File: src/rtl/sd_result_collector_if.sv
// Digit-stream and result handshakes between the online multiplier, the
// signed-digit result collector and the downstream consumer.
interface sd_result_collector_if #(
  parameter int NDIGITS = 8,
  parameter int CW      = 4
);
  logic [1:0]       p_in;
  logic             in_vd;
  logic             in_rd;
  logic [NDIGITS:0] result;
  logic             result_vd;
  logic             result_rd;
  logic [CW-1:0]    digit_cnt;
  logic             err;

  modport master (
    output p_in, in_vd, result_rd,
    input  in_rd, result, result_vd, digit_cnt, err
  );

  modport slave (
    input  p_in, in_vd, result_rd,
    output in_rd, result, result_vd, digit_cnt, err
  );
endinterface

File: src/rtl/sd_result_collector.sv
// On-the-fly Q/QM conversion of an MSD-first radix-2 signed-digit stream into
// a two's-complement word. Optional macro SDRC_ILLEGAL_DIGIT_EN flags 2'b11 digits.
module sd_result_collector #(
  parameter int NDIGITS = 8,
  parameter int CW      = 4
) (
  input  logic                  clk,
  input  logic                  rst_n,
  sd_result_collector_if.slave  bus
);

  typedef enum logic {COLLECT = 1'b0, HOLD = 1'b1} state_t;

  localparam logic [CW-1:0] LAST_CNT = CW'(NDIGITS - 1);

  state_t           state_reg, state_next;
  logic [NDIGITS:0] q_reg, q_next;
  logic [NDIGITS:0] qm_reg, qm_next;
  logic [NDIGITS:0] result_reg, result_next;
  logic [CW-1:0]    cnt_reg, cnt_next;
  logic             digit_plus, digit_minus;

  assign digit_plus  = (bus.p_in == 2'b10);
  assign digit_minus = (bus.p_in == 2'b01);

  always_ff @(posedge clk) begin
    if (!rst_n) begin
      state_reg  <= COLLECT;
      q_reg      <= '0;
      qm_reg     <= '1;
      result_reg <= '0;
      cnt_reg    <= '0;
    end else begin
      state_reg  <= state_next;
      q_reg      <= q_next;
      qm_reg     <= qm_next;
      result_reg <= result_next;
      cnt_reg    <= cnt_next;
    end
  end

  always_comb begin
    state_next  = state_reg;
    q_next      = q_reg;
    qm_next     = qm_reg;
    result_next = result_reg;
    cnt_next    = cnt_reg;
    case (state_reg)
      COLLECT: begin
        if (bus.in_vd) begin
          // QM always tracks Q - 1 ulp, so a -1 digit needs no borrow chain
          if (digit_plus) begin
            q_next  = {q_reg[NDIGITS-1:0], 1'b1};
            qm_next = {q_reg[NDIGITS-1:0], 1'b0};
          end else if (digit_minus) begin
            q_next  = {qm_reg[NDIGITS-1:0], 1'b1};
            qm_next = {qm_reg[NDIGITS-1:0], 1'b0};
          end else begin
            q_next  = {q_reg[NDIGITS-1:0], 1'b0};
            qm_next = {qm_reg[NDIGITS-1:0], 1'b1};
          end
          cnt_next = cnt_reg + 1'b1;
          if (cnt_reg == LAST_CNT) begin
            result_next = q_next;
            state_next  = HOLD;
          end
        end
      end
      HOLD: begin
        if (bus.result_rd) begin
          state_next = COLLECT;
          q_next     = '0;
          qm_next    = '1;
          cnt_next   = '0;
        end
      end
      default: state_next = COLLECT;
    endcase
  end

`ifdef SDRC_ILLEGAL_DIGIT_EN
  logic err_reg;

  // Sticky until reset; survives result transfers on purpose
  always_ff @(posedge clk) begin
    if (!rst_n) begin
      err_reg <= 1'b0;
    end else if (state_reg == COLLECT && bus.in_vd && bus.p_in == 2'b11) begin
      err_reg <= 1'b1;
    end
  end

  assign bus.err = err_reg;
`else
  assign bus.err = 1'b0;
`endif

  assign bus.in_rd     = (state_reg == COLLECT);
  assign bus.result_vd = (state_reg == HOLD);
  assign bus.result    = result_reg;
  assign bus.digit_cnt = cnt_reg;

endmodule

File: src/flat_wrapper.sv
// flat-port wrapper written by rule: the top's interface ports become plain ports
module sd_result_collector_flat 
#(
  parameter int NDIGITS = 8,
  parameter int CW      = 4
)
  (clk, rst_n, bus_p_in, bus_in_vd, bus_result_rd, bus_in_rd, bus_result, bus_result_vd, bus_digit_cnt, bus_err);
  sd_result_collector_if #(.NDIGITS(NDIGITS), .CW(CW)) bus_i ();
  input  logic clk;
  input  logic rst_n;
  input wire logic [$bits(bus_i.p_in)-1:0] bus_p_in;
  input wire logic [$bits(bus_i.in_vd)-1:0] bus_in_vd;
  input wire logic [$bits(bus_i.result_rd)-1:0] bus_result_rd;
  output wire logic [$bits(bus_i.in_rd)-1:0] bus_in_rd;
  output wire logic [$bits(bus_i.result)-1:0] bus_result;
  output wire logic [$bits(bus_i.result_vd)-1:0] bus_result_vd;
  output wire logic [$bits(bus_i.digit_cnt)-1:0] bus_digit_cnt;
  output wire logic [$bits(bus_i.err)-1:0] bus_err;
  assign bus_i.p_in = bus_p_in;
  assign bus_i.in_vd = bus_in_vd;
  assign bus_i.result_rd = bus_result_rd;
  assign bus_in_rd = bus_i.in_rd;
  assign bus_result = bus_i.result;
  assign bus_result_vd = bus_i.result_vd;
  assign bus_digit_cnt = bus_i.digit_cnt;
  assign bus_err = bus_i.err;
  sd_result_collector #(.NDIGITS(NDIGITS), .CW(CW)) u_core (.clk(clk), .rst_n(rst_n), .bus(bus_i));
endmodule
File: config.mk
export PLATFORM = sky130hd
export DESIGN_NAME = sd_result_collector_flat
export DESIGN_NICKNAME = d
export VERILOG_FILES = /design/src/rtl/sd_result_collector_if.sv /design/src/rtl/sd_result_collector.sv /design/src/flat_wrapper.sv
export SDC_FILE = /design/constraint.sdc
export NUM_CORES = 1
export LEC_CHECK = 0
export ABC_AREA = 1
export BUFFER_PORTS_ARGS = -buffer_cell sky130_fd_sc_hd__buf_2
export CAP_MARGIN = 20
export CORE_UTILIZATION = 40
export DETAILED_ROUTE_END_ITERATION = 12
export PLACE_DENSITY = 0.7
export SLEW_MARGIN = 20
export SYNTH_ARGS = -nofsm -noshare
export SYNTH_HDL_FRONTEND = slang
export SYNTH_SLANG_ARGS = --single-unit
File: constraint.sdc
create_clock -name clk -period 1.75 [get_ports clk]
set_input_delay 0.2625 -clock clk [delete_from_list [all_inputs] [get_ports clk]]
set_output_delay 0.2625 -clock clk [all_outputs]
set_load 0.005 [all_outputs]
# After elaboration in Yosys (flattened, before gate mapping)
# Index checks and enable logic that the tools add are counted.
# totals
regBits,30
output_inout_bits,16
elab_cells,31
# op_classes
n_addsub,1
eq_ne,5
mux,17
n_bitwise,1
n_reduce_logical,2
# op_table
cell,n
$mux W8,5
$pmux W8 S2,2
$mux W9,2
$mux W4,2
$pmux W4 S2,1
$add A4 B1 Y4 const B,1
$eq A4 B3 Y1 const B,1
$mux W1,4
$ne A2 B2 Y1 const B,2
$reduce_and A3 Y1,1
$eq A2 B1 Y1 const B,1
$eq A2 B2 Y1 const B,1
$pmux W1 S2,1
$reduce_and A2 Y1,1
$not A1 Y1,1

# Logic depth before layout (Yosys ltp)
# Gate-level depths: netlist (run 1).
# depth
ltp_word,5
mapped_depth,9
mapped_depth_nobuf,9

# Worst setup path after synthesis (run 1)
# No wires, ideal clock.
# synth_timing
path_type,reg2reg
from,"register u_core.cnt_reg[0], in the netlist u_core.bus.digit_cnt[0]"
to,"register u_core.result_reg[0], in the netlist u_core.bus.result[0]"
arrival_ps,1142
slack_ps,496
stages_incl_launch_ff,8
path_buffers,1
synth_period_minus_slack_ps,1254
cell_sequence,dfxtp_1 -> ha_1 -> nand3_2 -> nor2_4 -> buf_6 -> nand2_1 -> nand2_1 -> nor2_1
# synth_via
elab_chain_cells,2
# synth_lines
element,line,source
"start, declared",sd_result_collector.sv:20,"logic [CW-1:0] cnt_reg, cnt_next;"
"start signal, assigned",sd_result_collector.sv:38,cnt_reg <= cnt_next;
$eq A4 B3 Y1,sd_result_collector.sv:63,if (cnt_reg == LAST_CNT) begin
$reduce_and A3 Y1 (no source line),-,
"end signal, assigned",sd_result_collector.sv:37,result_reg <= result_next;
"end, declared",sd_result_collector.sv:19,"logic [NDIGITS:0] result_reg, result_next;"
# Every way passes these cells.
# A chain may end at the register's enable or synchronous reset.

# Worst setup path after layout (run 1)
# Same ends and word-level chain as after synthesis.

==> impl_metrics.toml, run 1 <==
[placement]
port-buffer-count = 20
dp_hpwl_microns = 2250
gp_congestion = 0.769

[synthesis]
avgSynthCellArea_sq_um = 6.88
syn-instance-count = 223
synth_top_area_share_pct = 39.2
synth_nets = 233
synth_top_cell_by_area = "dfxtp_1"
yosys-top-cells-count = "71 x nand2_1, 30 x dfxtp_1, 26 x nand3_1, 25 x nor2_1, 24 x inv_1"
synth.top_cells.by_area = "dfxtp_1 39%, nand2_1 17%, nand3_1 8.5%"
async_flop_share_pct = 0
ys_seq_elements = 30
synth-seq-area-share_pct = 39.2
synth_ff_type = "dfxtp_1"
synth_edf_count = 0
yosysMostFrequentCell = "nand2_1"
synth_area_sq_um = 1530
yosys_warnings = 0
ys_types = 24

[global_route]
grt_max_degree = 20
grt_pass1_vias = 1213
overflow = 0
gr-usage-all-layers_pct = 16.5
grt_first_pass_wirelength_microns = 5130
antenna_found_initial = 0

[cts]
h-tree-depth = 2
cts-root-buf = "clkbuf_8"
cts_tree = "yes"
clk_pin_slew_ns = 0.06
cts_made_buffers = 5
clk-insertion-delay-late_ns = 0.29
ctsHoldBuffers = 0
post_cts_buffers = 0
cts_buffer_depth = 2
cts.sinks = 30
postCtsResizedCells = 0

[floorplan]
core_sq_um = 3660
die_height_microns = 63.9
initial_utilization_pct = 41.9
ios = 22
die_w_microns = 63.9
row_count = 22
die_area_sq_um = 4090

[layout]
num-nets-final = 255
largest_register_ff_count = 9
fin_util_pct = 48.4
drive_gt1_share_pct = 19.9
diodes = 0
syn_to_final_growth_pct = 15.4

[power]
powerDensity_nw_per_um2 = 903
vdd_ir_drop_max_mv = 0.489
leakage_nw = 0.881

[setup_path]
cp_slowest_stage_delay_ns = 0.40
cp-end-kind = "register"
required_ns = 1.93
critical_path.slowest_cell = "dfxtp_1"
critPathKind = "reg2reg"
cp-start-kind = "register"
crit_arrival_ns = 1.57
crit_chain = "ha_1 > nand3_2 > nor2_4 > nand2_1 > nand2_1 > nor2_1"
path_depth = 6
reg2reg_depth = 6
crit_path_frequent_cell = "nand2_1"
cp_num_buf_inv = 0
cp_max_fo = 17
crit_family = "simple AND/OR/NAND/NOR gates"

[timing]
max_freq_mhz = 721
finalSetupViolCount = 0
period_needed_ns = 1.39
rsz0062_at_grt = "no"
finClkSkew_ns = 0.00886
maxSlewViolCount = 0
finalSetupTns_ns = 0
finalCritPeriodShare_pct = 79.3
hold_viol_final = 0

[routing]
first_pass_iters = 4
met3_length_microns = 130
remaining_drc_errors = 0
routedLengthMet1_microns = 1480
drtAntennaViolNets = 0
vias = 1383
wl_per_cell_microns = 10.6
top_layer = "met4"
drt_wl_total_microns = 3110
via_per_inst = 4.70
wl_met2_microns = 1420
drt_first_iter_violations = 56

[worst_hold_path]
worstHoldPathCells = 4
hp-class = "in2reg"

[job]
maxCapViolations = 0

[outcome]
status = "complete, no violations"
## placed cells by master (no fill, tap or decap), types with 2 or more instances in the layout
cell       n
a21oi_1   12
buf_2     20
buf_4      5
clkbuf_8   5
clkinv_1   2
clkinv_2   2
dfxtp_1   30
ha_1       4
inv_1     24
nand2_1   71
nand2_2    3
nand3_1   26
nor2_1    25
o211ai_2   6
o21ai_0    2
## report_power, final
part	switching (mW)	internal [mW]	total (mW)
registers	0.0191	0.711	0.730
clock network	0.273	0.418	0.691
logic	0.111	0.0659	0.176
total	0.403	1.20	1.60
## worst reg2reg max path: stages, from the launching register on
cell,delay (ns)
dfxtp_1,0.40
ha_1,0.26
nand3_2,0.11
nor2_4,0.32
nand2_1,0.09
nand2_1,0.07
nor2_1,0.03
## final timing paths
check / startpoint / end / slack [ns]
worst max-delay path: u_core.bus.digit_cnt[0] / u_core.bus.result[0] / 0.36
worst min-delay path: bus_result_rd / u_core.bus.digit_cnt[2] / 0.30
worst max register to register: u_core.bus.digit_cnt[0] / u_core.bus.result[0] / 0.36
worst min register to register: u_core.q_reg[7] / u_core.q_reg[7] / 0.47
## final cells by class
cell class | instances | area (sq um)
timing repair buffer | 25 | 138
clock buffer | 5 | 68.8
clock inverter | 3 | 40.0
fill | 402 | 1890
inverter | 27 | 101
sequential | 30 | 601
tap | 48 | 60.1
multi-input combinational | 156 | 762
## per-layer routing
| layer | track usage (%) | vias up |
|---|---|---|
| met2 | 27.5 | 23 |
| met3 | 4.46 | 10 |
| li1 | - | 732 |
| met1 | 18.6 | 618 |
| met5 | 0 | - |
| met4 | 10.2 | 0 |
## cells by family after synthesis
| logic type | after synthesis | synth area share [%] |
|---|---|---|
| AND/OR/NAND/NOR | 130 | 36.1 |
| buffers and inverters | 37 | 11.2 |
| adder cells (fa/ha/maj) | 4 | 3.26 |
| other | 1 | 0.244 |
| AO/OA/AOI/OAI | 21 | 10.0 |
| flip-flops | 30 | 39.2 |
## metrics by stage
step / setup WS (ns) / total power [mW] / cells / hold slack, ns / cell area, sq um
detailed placement: 0.377 / 0.923 / 286 / 0.459 / 1660
finish: 0.363 / 1.60 / 294 / 0.301 / 1770
global route: 0.205 / 1.67 / 294 / 0.317 / 1770
floorplan: 0.496 / 0.880 / 223 / 0.443 / 1530
global placement: 0.423 / 0.920 / 286 / 0.458 / 1660
CTS: 0.363 / 1.61 / 294 / 0.296 / 1770
(Power assumes the default switching activity.)
==> run 2: changes to the inputs <==
- ABC_AREA: 1 -> 0
- PLACE_DENSITY: 0.7 -> 0.71
- clock period: 1.75 -> 1.4 ns (I/O delays scaled with it)
==> run 2 against run 1 <==
Net effect:
- cell area decreased by 12%
- combinational power about the same
- hold slack got worse by 0.033 ns
- synthesized area decreased by 12%
- via count decreased by 23%
- sequential power increased by 24%
- setup slack got worse by 0.24 ns
- largest cell class unchanged
- largest power group unchanged
==> impl_metrics.toml, run 2 <==
[timing]
finalSetupViolCount = 0
period_needed_ns = 1.27
fin_ws_ns = 0.125
hold_viol_final = 0
rsz0062_at_grt = "no"
maxSlewViolCount = 0
max_freq_mhz = 784
finClkSkew_ns = 0.00836
whs_ns = 0.268
finalCritPeriodShare_pct = 91.1

[synthesis]
synth_ff_type = "dfxtp_1"
synth_top_area_share_pct = 44.4
synth_area_sq_um = 1350
synth_nets = 146
yosys_warnings = 0
synth-seq-area-share_pct = 44.4
yosys-top-cells-count = "30 x dfxtp_1, 10 x nand2_1, 9 x mux2i_1, 9 x o21ai_0, 9 x o22ai_1"
syn-instance-count = 136
avgSynthCellArea_sq_um = 9.95
synth_top_cell_by_area = "dfxtp_1"
yosysMostFrequentCell = "dfxtp_1"
synth.top_cells.by_area = "dfxtp_1 44%, mux2i_1 6.7%, mux2_2 5.8%"
synth_edf_count = 0
ys_seq_elements = 30
async_flop_share_pct = 0
ys_types = 33

[layout]
num-nets-final = 168
largest_register_ff_count = 9
multiInputGateArea_sq_um = 671
drive_gt1_share_pct = 28.3
final_common_cell = "dfxtp_1"
syn_to_final_growth_pct = 14.9
fin_util_pct = 49.7
most-common-layout-cells = "29 x dfxtp_1, 20 x buf_2, 10 x nand2_1"
final_area_sq_um = 1560
diodes = 0
fillers = 302
regArea_sq_um = 602

[setup_path]
cp-end-kind = "register"
cp_max_fo = 12
r2r-start = "u_core.bus.result_vd"
crit_arrival_ns = 1.52
r2r-end = "u_core.q_reg[5]"
cp-start-kind = "register"
reg2reg_depth = 4
ff2ff_setup_slack_ns = 0.13
required_ns = 1.64
critPathKind = "reg2reg"

[global_route]
grt_max_degree = 19
gr-usage-all-layers_pct = 17.1
grt_first_pass_wirelength_microns = 4490
antenna_found_initial = 0
grt_pass1_vias = 1027
overflow = 0

[placement]
gp_congestion = 0.839
dpl_worst_slack_ns = -0.0678
post_dp_cell_area_sq_um = 1480
dp_hpwl_microns = 2080
port-buffer-count = 20

[floorplan]
initial_utilization_pct = 43.3
die_area_sq_um = 3620
ios = 22
die_height_microns = 60.2
die_w_microns = 60.2
row_count = 20
core_sq_um = 3130

[routing]
vias = 1070
drt_first_iter_violations = 55
via_per_inst = 5.27
drt_wl_total_microns = 2790
remaining_drc_errors = 0
drtAntennaViolNets = 0
first_pass_iters = 4
wl_per_cell_microns = 13.8

[cts]
cts_tree = "yes"
cts_made_buffers = 5
cts-root-buf = "clkbuf_4"
cts_buffer_depth = 2
clk_pin_slew_ns = 0.09
clk-insertion-delay-late_ns = 0.32
h-tree-depth = 2
cts.sinks = 30

[power]
internal_power_mw = 1.21
vdd_ir_drop_max_mv = 0.373
clock_power_share_pct = 32.5
combPwrFrac_pct = 11.1
p_total_mw = 1.61
seq_power_share_pct = 56.4
powerDensity_nw_per_um2 = 1030
switching_power_uw = 395
p_sw_share_pct = 24.6
leakage_nw = 0.629

[worst_hold_path]
hp-class = "in2reg"
hold_end = "u_core.bus.result_vd"
worstHoldPathCells = 3
hold_path_startpoint = "bus_result_rd"

[job]
maxCapViolations = 0

[outcome]
status = "complete, no violations"
## run 2: critical path, cell delays in order (launching register included)
cell       delay, ns
dfxtp_2         0.41
mux2_4          0.39
nor2b_1         0.12
buf_4           0.15
o2bb2ai_1       0.12
## run 2: final cells by class
type                    instances  area share, %
well taps                      44           3.54
clock buffers                   7           3.54
repair buffers                 27           9.81
clock inverters                 1          0.322
flip-flops and latches         30           38.7
multi-input cells              90           43.1
inverters                       4          0.965
## run 2: cell families after synthesis
kind of cell | after synthesis | synth area share (%)
AOI/OAI and AO/OA | 41 | 21.1
adders and majority gates | 4 | 3.70
buffers and inverters | 16 | 6.47
DFF | 30 | 44.4
muxes | 17 | 13.6
other | 1 | 0.277
and+or+nand+nor | 27 | 10.5
## run 2: how the worst max path moves through the flow
stage / from / end / slack, ns
floorplan: bus_p_in[0] / u_core.qm_reg[7] / 0.09
global placement: bus_p_in[0] / u_core.qm_reg[1] / 0.03
detailed placement: bus_p_in[0] / u_core.bus.result[1] / -0.07
CTS: u_core.bus.result_vd / bus_in_rd / 0.05
global route: u_core.bus.result_vd / u_core.q_reg[1] / 0.04
finish: u_core.bus.result_vd / u_core.q_reg[5] / 0.13
## run 2: repair_timing
item	CTS	global route
gates resized for setup	0	3
hold buffers	0	0
setup buffers	0	1
endpoints found under the setup margin	0	13
## run 2: power by group through the flow
stage	sequential (mW)	clock (mW)	combinational, mW
2_1_floorplan	0.922	0	0.133
3_3_place_gp	0.925	0	0.168
3_5_place_dp	0.926	0	0.177
4_1_cts	0.906	0.548	0.178
5_1_grt	0.910	0.578	0.196
6_report	0.906	0.522	0.179
## run 2: metrics by stage
step / setup TNS (ns) / cells
2_1_floorplan: 0 / 136
3_3_place_gp: 0 / 194
3_5_place_dp: -0.343 / 194
4_1_cts: 0 / 202
5_1_grt: 0 / 203
6_report: 0 / 203
## run 2: routing by layer
layer | part of all wire [%] | global-route usage [%]
met5 | 0 | 0
met4 | 1.8 | 7.97
met3 | 2.4 | 5.19
met2 | 47 | 28.1
met1 | 49 | 20.1
==> run 3: changes to the inputs <==
- PLACE_DENSITY: 0.71 -> 0.73
- clock period: 1.4 -> 1.1 ns (I/O delays scaled with it)
==> run 3 against run 2 <==
Net effect:
- the run now ends with negative setup slack left
- clock skew fell by 0.0036 ns
- fmax rose by 6.3%
- utilization rose by 5.3 points
- clock power rose by 28%
- critical path type unchanged
- largest cell class unchanged
==> impl_metrics.toml, run 3 (synthesized netlist as in run 2, its figures left out) <==
[outcome]
status = "finished, violations left"
violations = "negative setup slack"

[setup_path]
ff2ff_setup_slack_ns = -0.1
cp_max_fo = 7
critical_path.slowest_cell = "dfxtp_4"
crit_chain = "mux2_4 > nor2b_1 > buf_4 > o2bb2ai_1"
cp_slowest_stage_delay_ns = 0.39
cp-end-kind = "register"
reg2reg_depth = 4
required_ns = 1.36
crit_arrival_ns = 1.46
cp-start-kind = "register"
critPathKind = "reg2reg"
r2r-start = "u_core.bus.result_vd"
r2r-end = "u_core.q_reg[7]"

[routing]
drtAntennaViolNets = 0
first_pass_iters = 4
vias = 1126
drt_first_iter_violations = 55
drt_wl_total_microns = 2940
wl_per_cell_microns = 14.0
remaining_drc_errors = 0
via_per_inst = 5.36

[worst_hold_path]
hp-class = "in2reg"
worstHoldPathCells = 2
hold_end = "u_core.qm_reg[7]"
hold_path_startpoint = "rst_n"

[cts]
cts.sinks = 30
h-tree-depth = 2
clk-insertion-delay-late_ns = 0.32
clk_pin_slew_ns = 0.09
cts-root-buf = "clkbuf_4"
cts_tree = "yes"
ctsHoldBuffers = 0
cts_buffer_depth = 2
cts_made_buffers = 5

[floorplan]
core_sq_um = 3130
initial_utilization_pct = 43.3
ios = 22
row_count = 20
die_w_microns = 60.2
die_height_microns = 60.2
die_area_sq_um = 3620

[timing]
finalSetupViolCount = 24
finalCritPeriodShare_pct = 109
rsz0062_at_grt = "yes"
hold_viol_final = 0
period_needed_ns = 1.20
max_freq_mhz = 834
finalSetupTns_ns = -1.53
maxSlewViolCount = 0
finClkSkew_ns = 0.00479
fin_ws_ns = -0.0991

[power]
p_total_mw = 2.10
powerDensity_nw_per_um2 = 1220
vdd_ir_drop_max_mv = 0.595
leakage_nw = 0.685

[layout]
most-common-layout-cells = "26 x dfxtp_1, 20 x buf_2, 11 x buf_4"
largest_register_ff_count = 9
drive_gt1_share_pct = 44.0
stdcell_count = 210
num-nets-final = 175
fin_util_pct = 55.0
syn_to_final_growth_pct = 27.1
final_common_cell = "dfxtp_1"
diodes = 0

[placement]
gp_congestion = 0.759
dpl_worst_slack_ns = -0.645
dp_hpwl_microns = 2010
dp.cells = 199
port-buffer-count = 20

[global_route]
grt_pass1_vias = 1073
gr-usage-all-layers_pct = 18.7
grt_first_pass_wirelength_microns = 4950
overflow = 0
grt_max_degree = 16
antenna_found_initial = 0

[job]
maxCapViolations = 0
## run 3: worst max-delay path by stage
stage / start / depth (start not counted) / end / slack, ns
2_1_floorplan: u_core.bus.result_vd / 5 / u_core.qm_reg[7] / -0.09
3_5_place_dp: bus_p_in[0] / 6 / u_core.q_reg[4] / -0.64
4_1_cts: u_core.bus.result_vd / 4 / u_core.q_reg[4] / -0.09
6_report: u_core.bus.result_vd / 4 / u_core.q_reg[7] / -0.1
3_3_place_gp: bus_p_in[0] / 6 / u_core.q_reg[4] / -0.61
5_1_grt: u_core.bus.result_vd / 4 / u_core.q_reg[7] / -0.16
## run 3: worst max-delay path: cells and delay by family (launching register included)
kind,cells,cell delay (ns)
flip-flops,1,0.39
AND/OR/NAND/NOR,1,0.11
AO/OA/AOI/OAI,1,0.11
multiplexers,1,0.34
buffers and inverters,1,0.17
## run 3: power by group
part	internal [mW]	switching [mW]	leakage, nW	total (mW)
sequential	1.12	0.0343	0.246	1.16
combinational	0.133	0.140	0.404	0.273
clock	0.309	0.357	0.0353	0.666
total	1.57	0.531	0.685	2.10
## run 3: repair_timing
item | CTS | global route
endpoints found under the hold margin | 0 | 0
setup endpoints to repair | 31 | 35
buffers inserted | 0 | 2
pin swaps | 7 | 2
gates resized for setup | 11 | 15
cloned | 1 | 0
## run 3: layer usage
layer  share of wire [%]  track usage [%]  vias up
met4                 2.1             9.30        0
met1                  44             22.9      539
met2                  49             29.4       29
li1                    -                -      550
met5                   0                0        -
met3                 4.9             5.84        8
## run 3: layout make-up
cell class	instances	area, sq um
multi-input combinational	91	777
tap	44	55.1
clock inverter	1	5.00
timing repair buffer	33	205
inverter	4	15.0
clock buffer	7	55.1
fill	270	1410
sequential	30	608
## run 3: through the flow
step / area [sq um] / hold slack [ns]
final: 1720 / 0.146
after global routing: 1720 / 0.144
after CTS: 1650 / 0.140
after detailed placement: 1540 / 0.467
after global placement: 1540 / 0.448
after floorplan: 1390 / 0.404
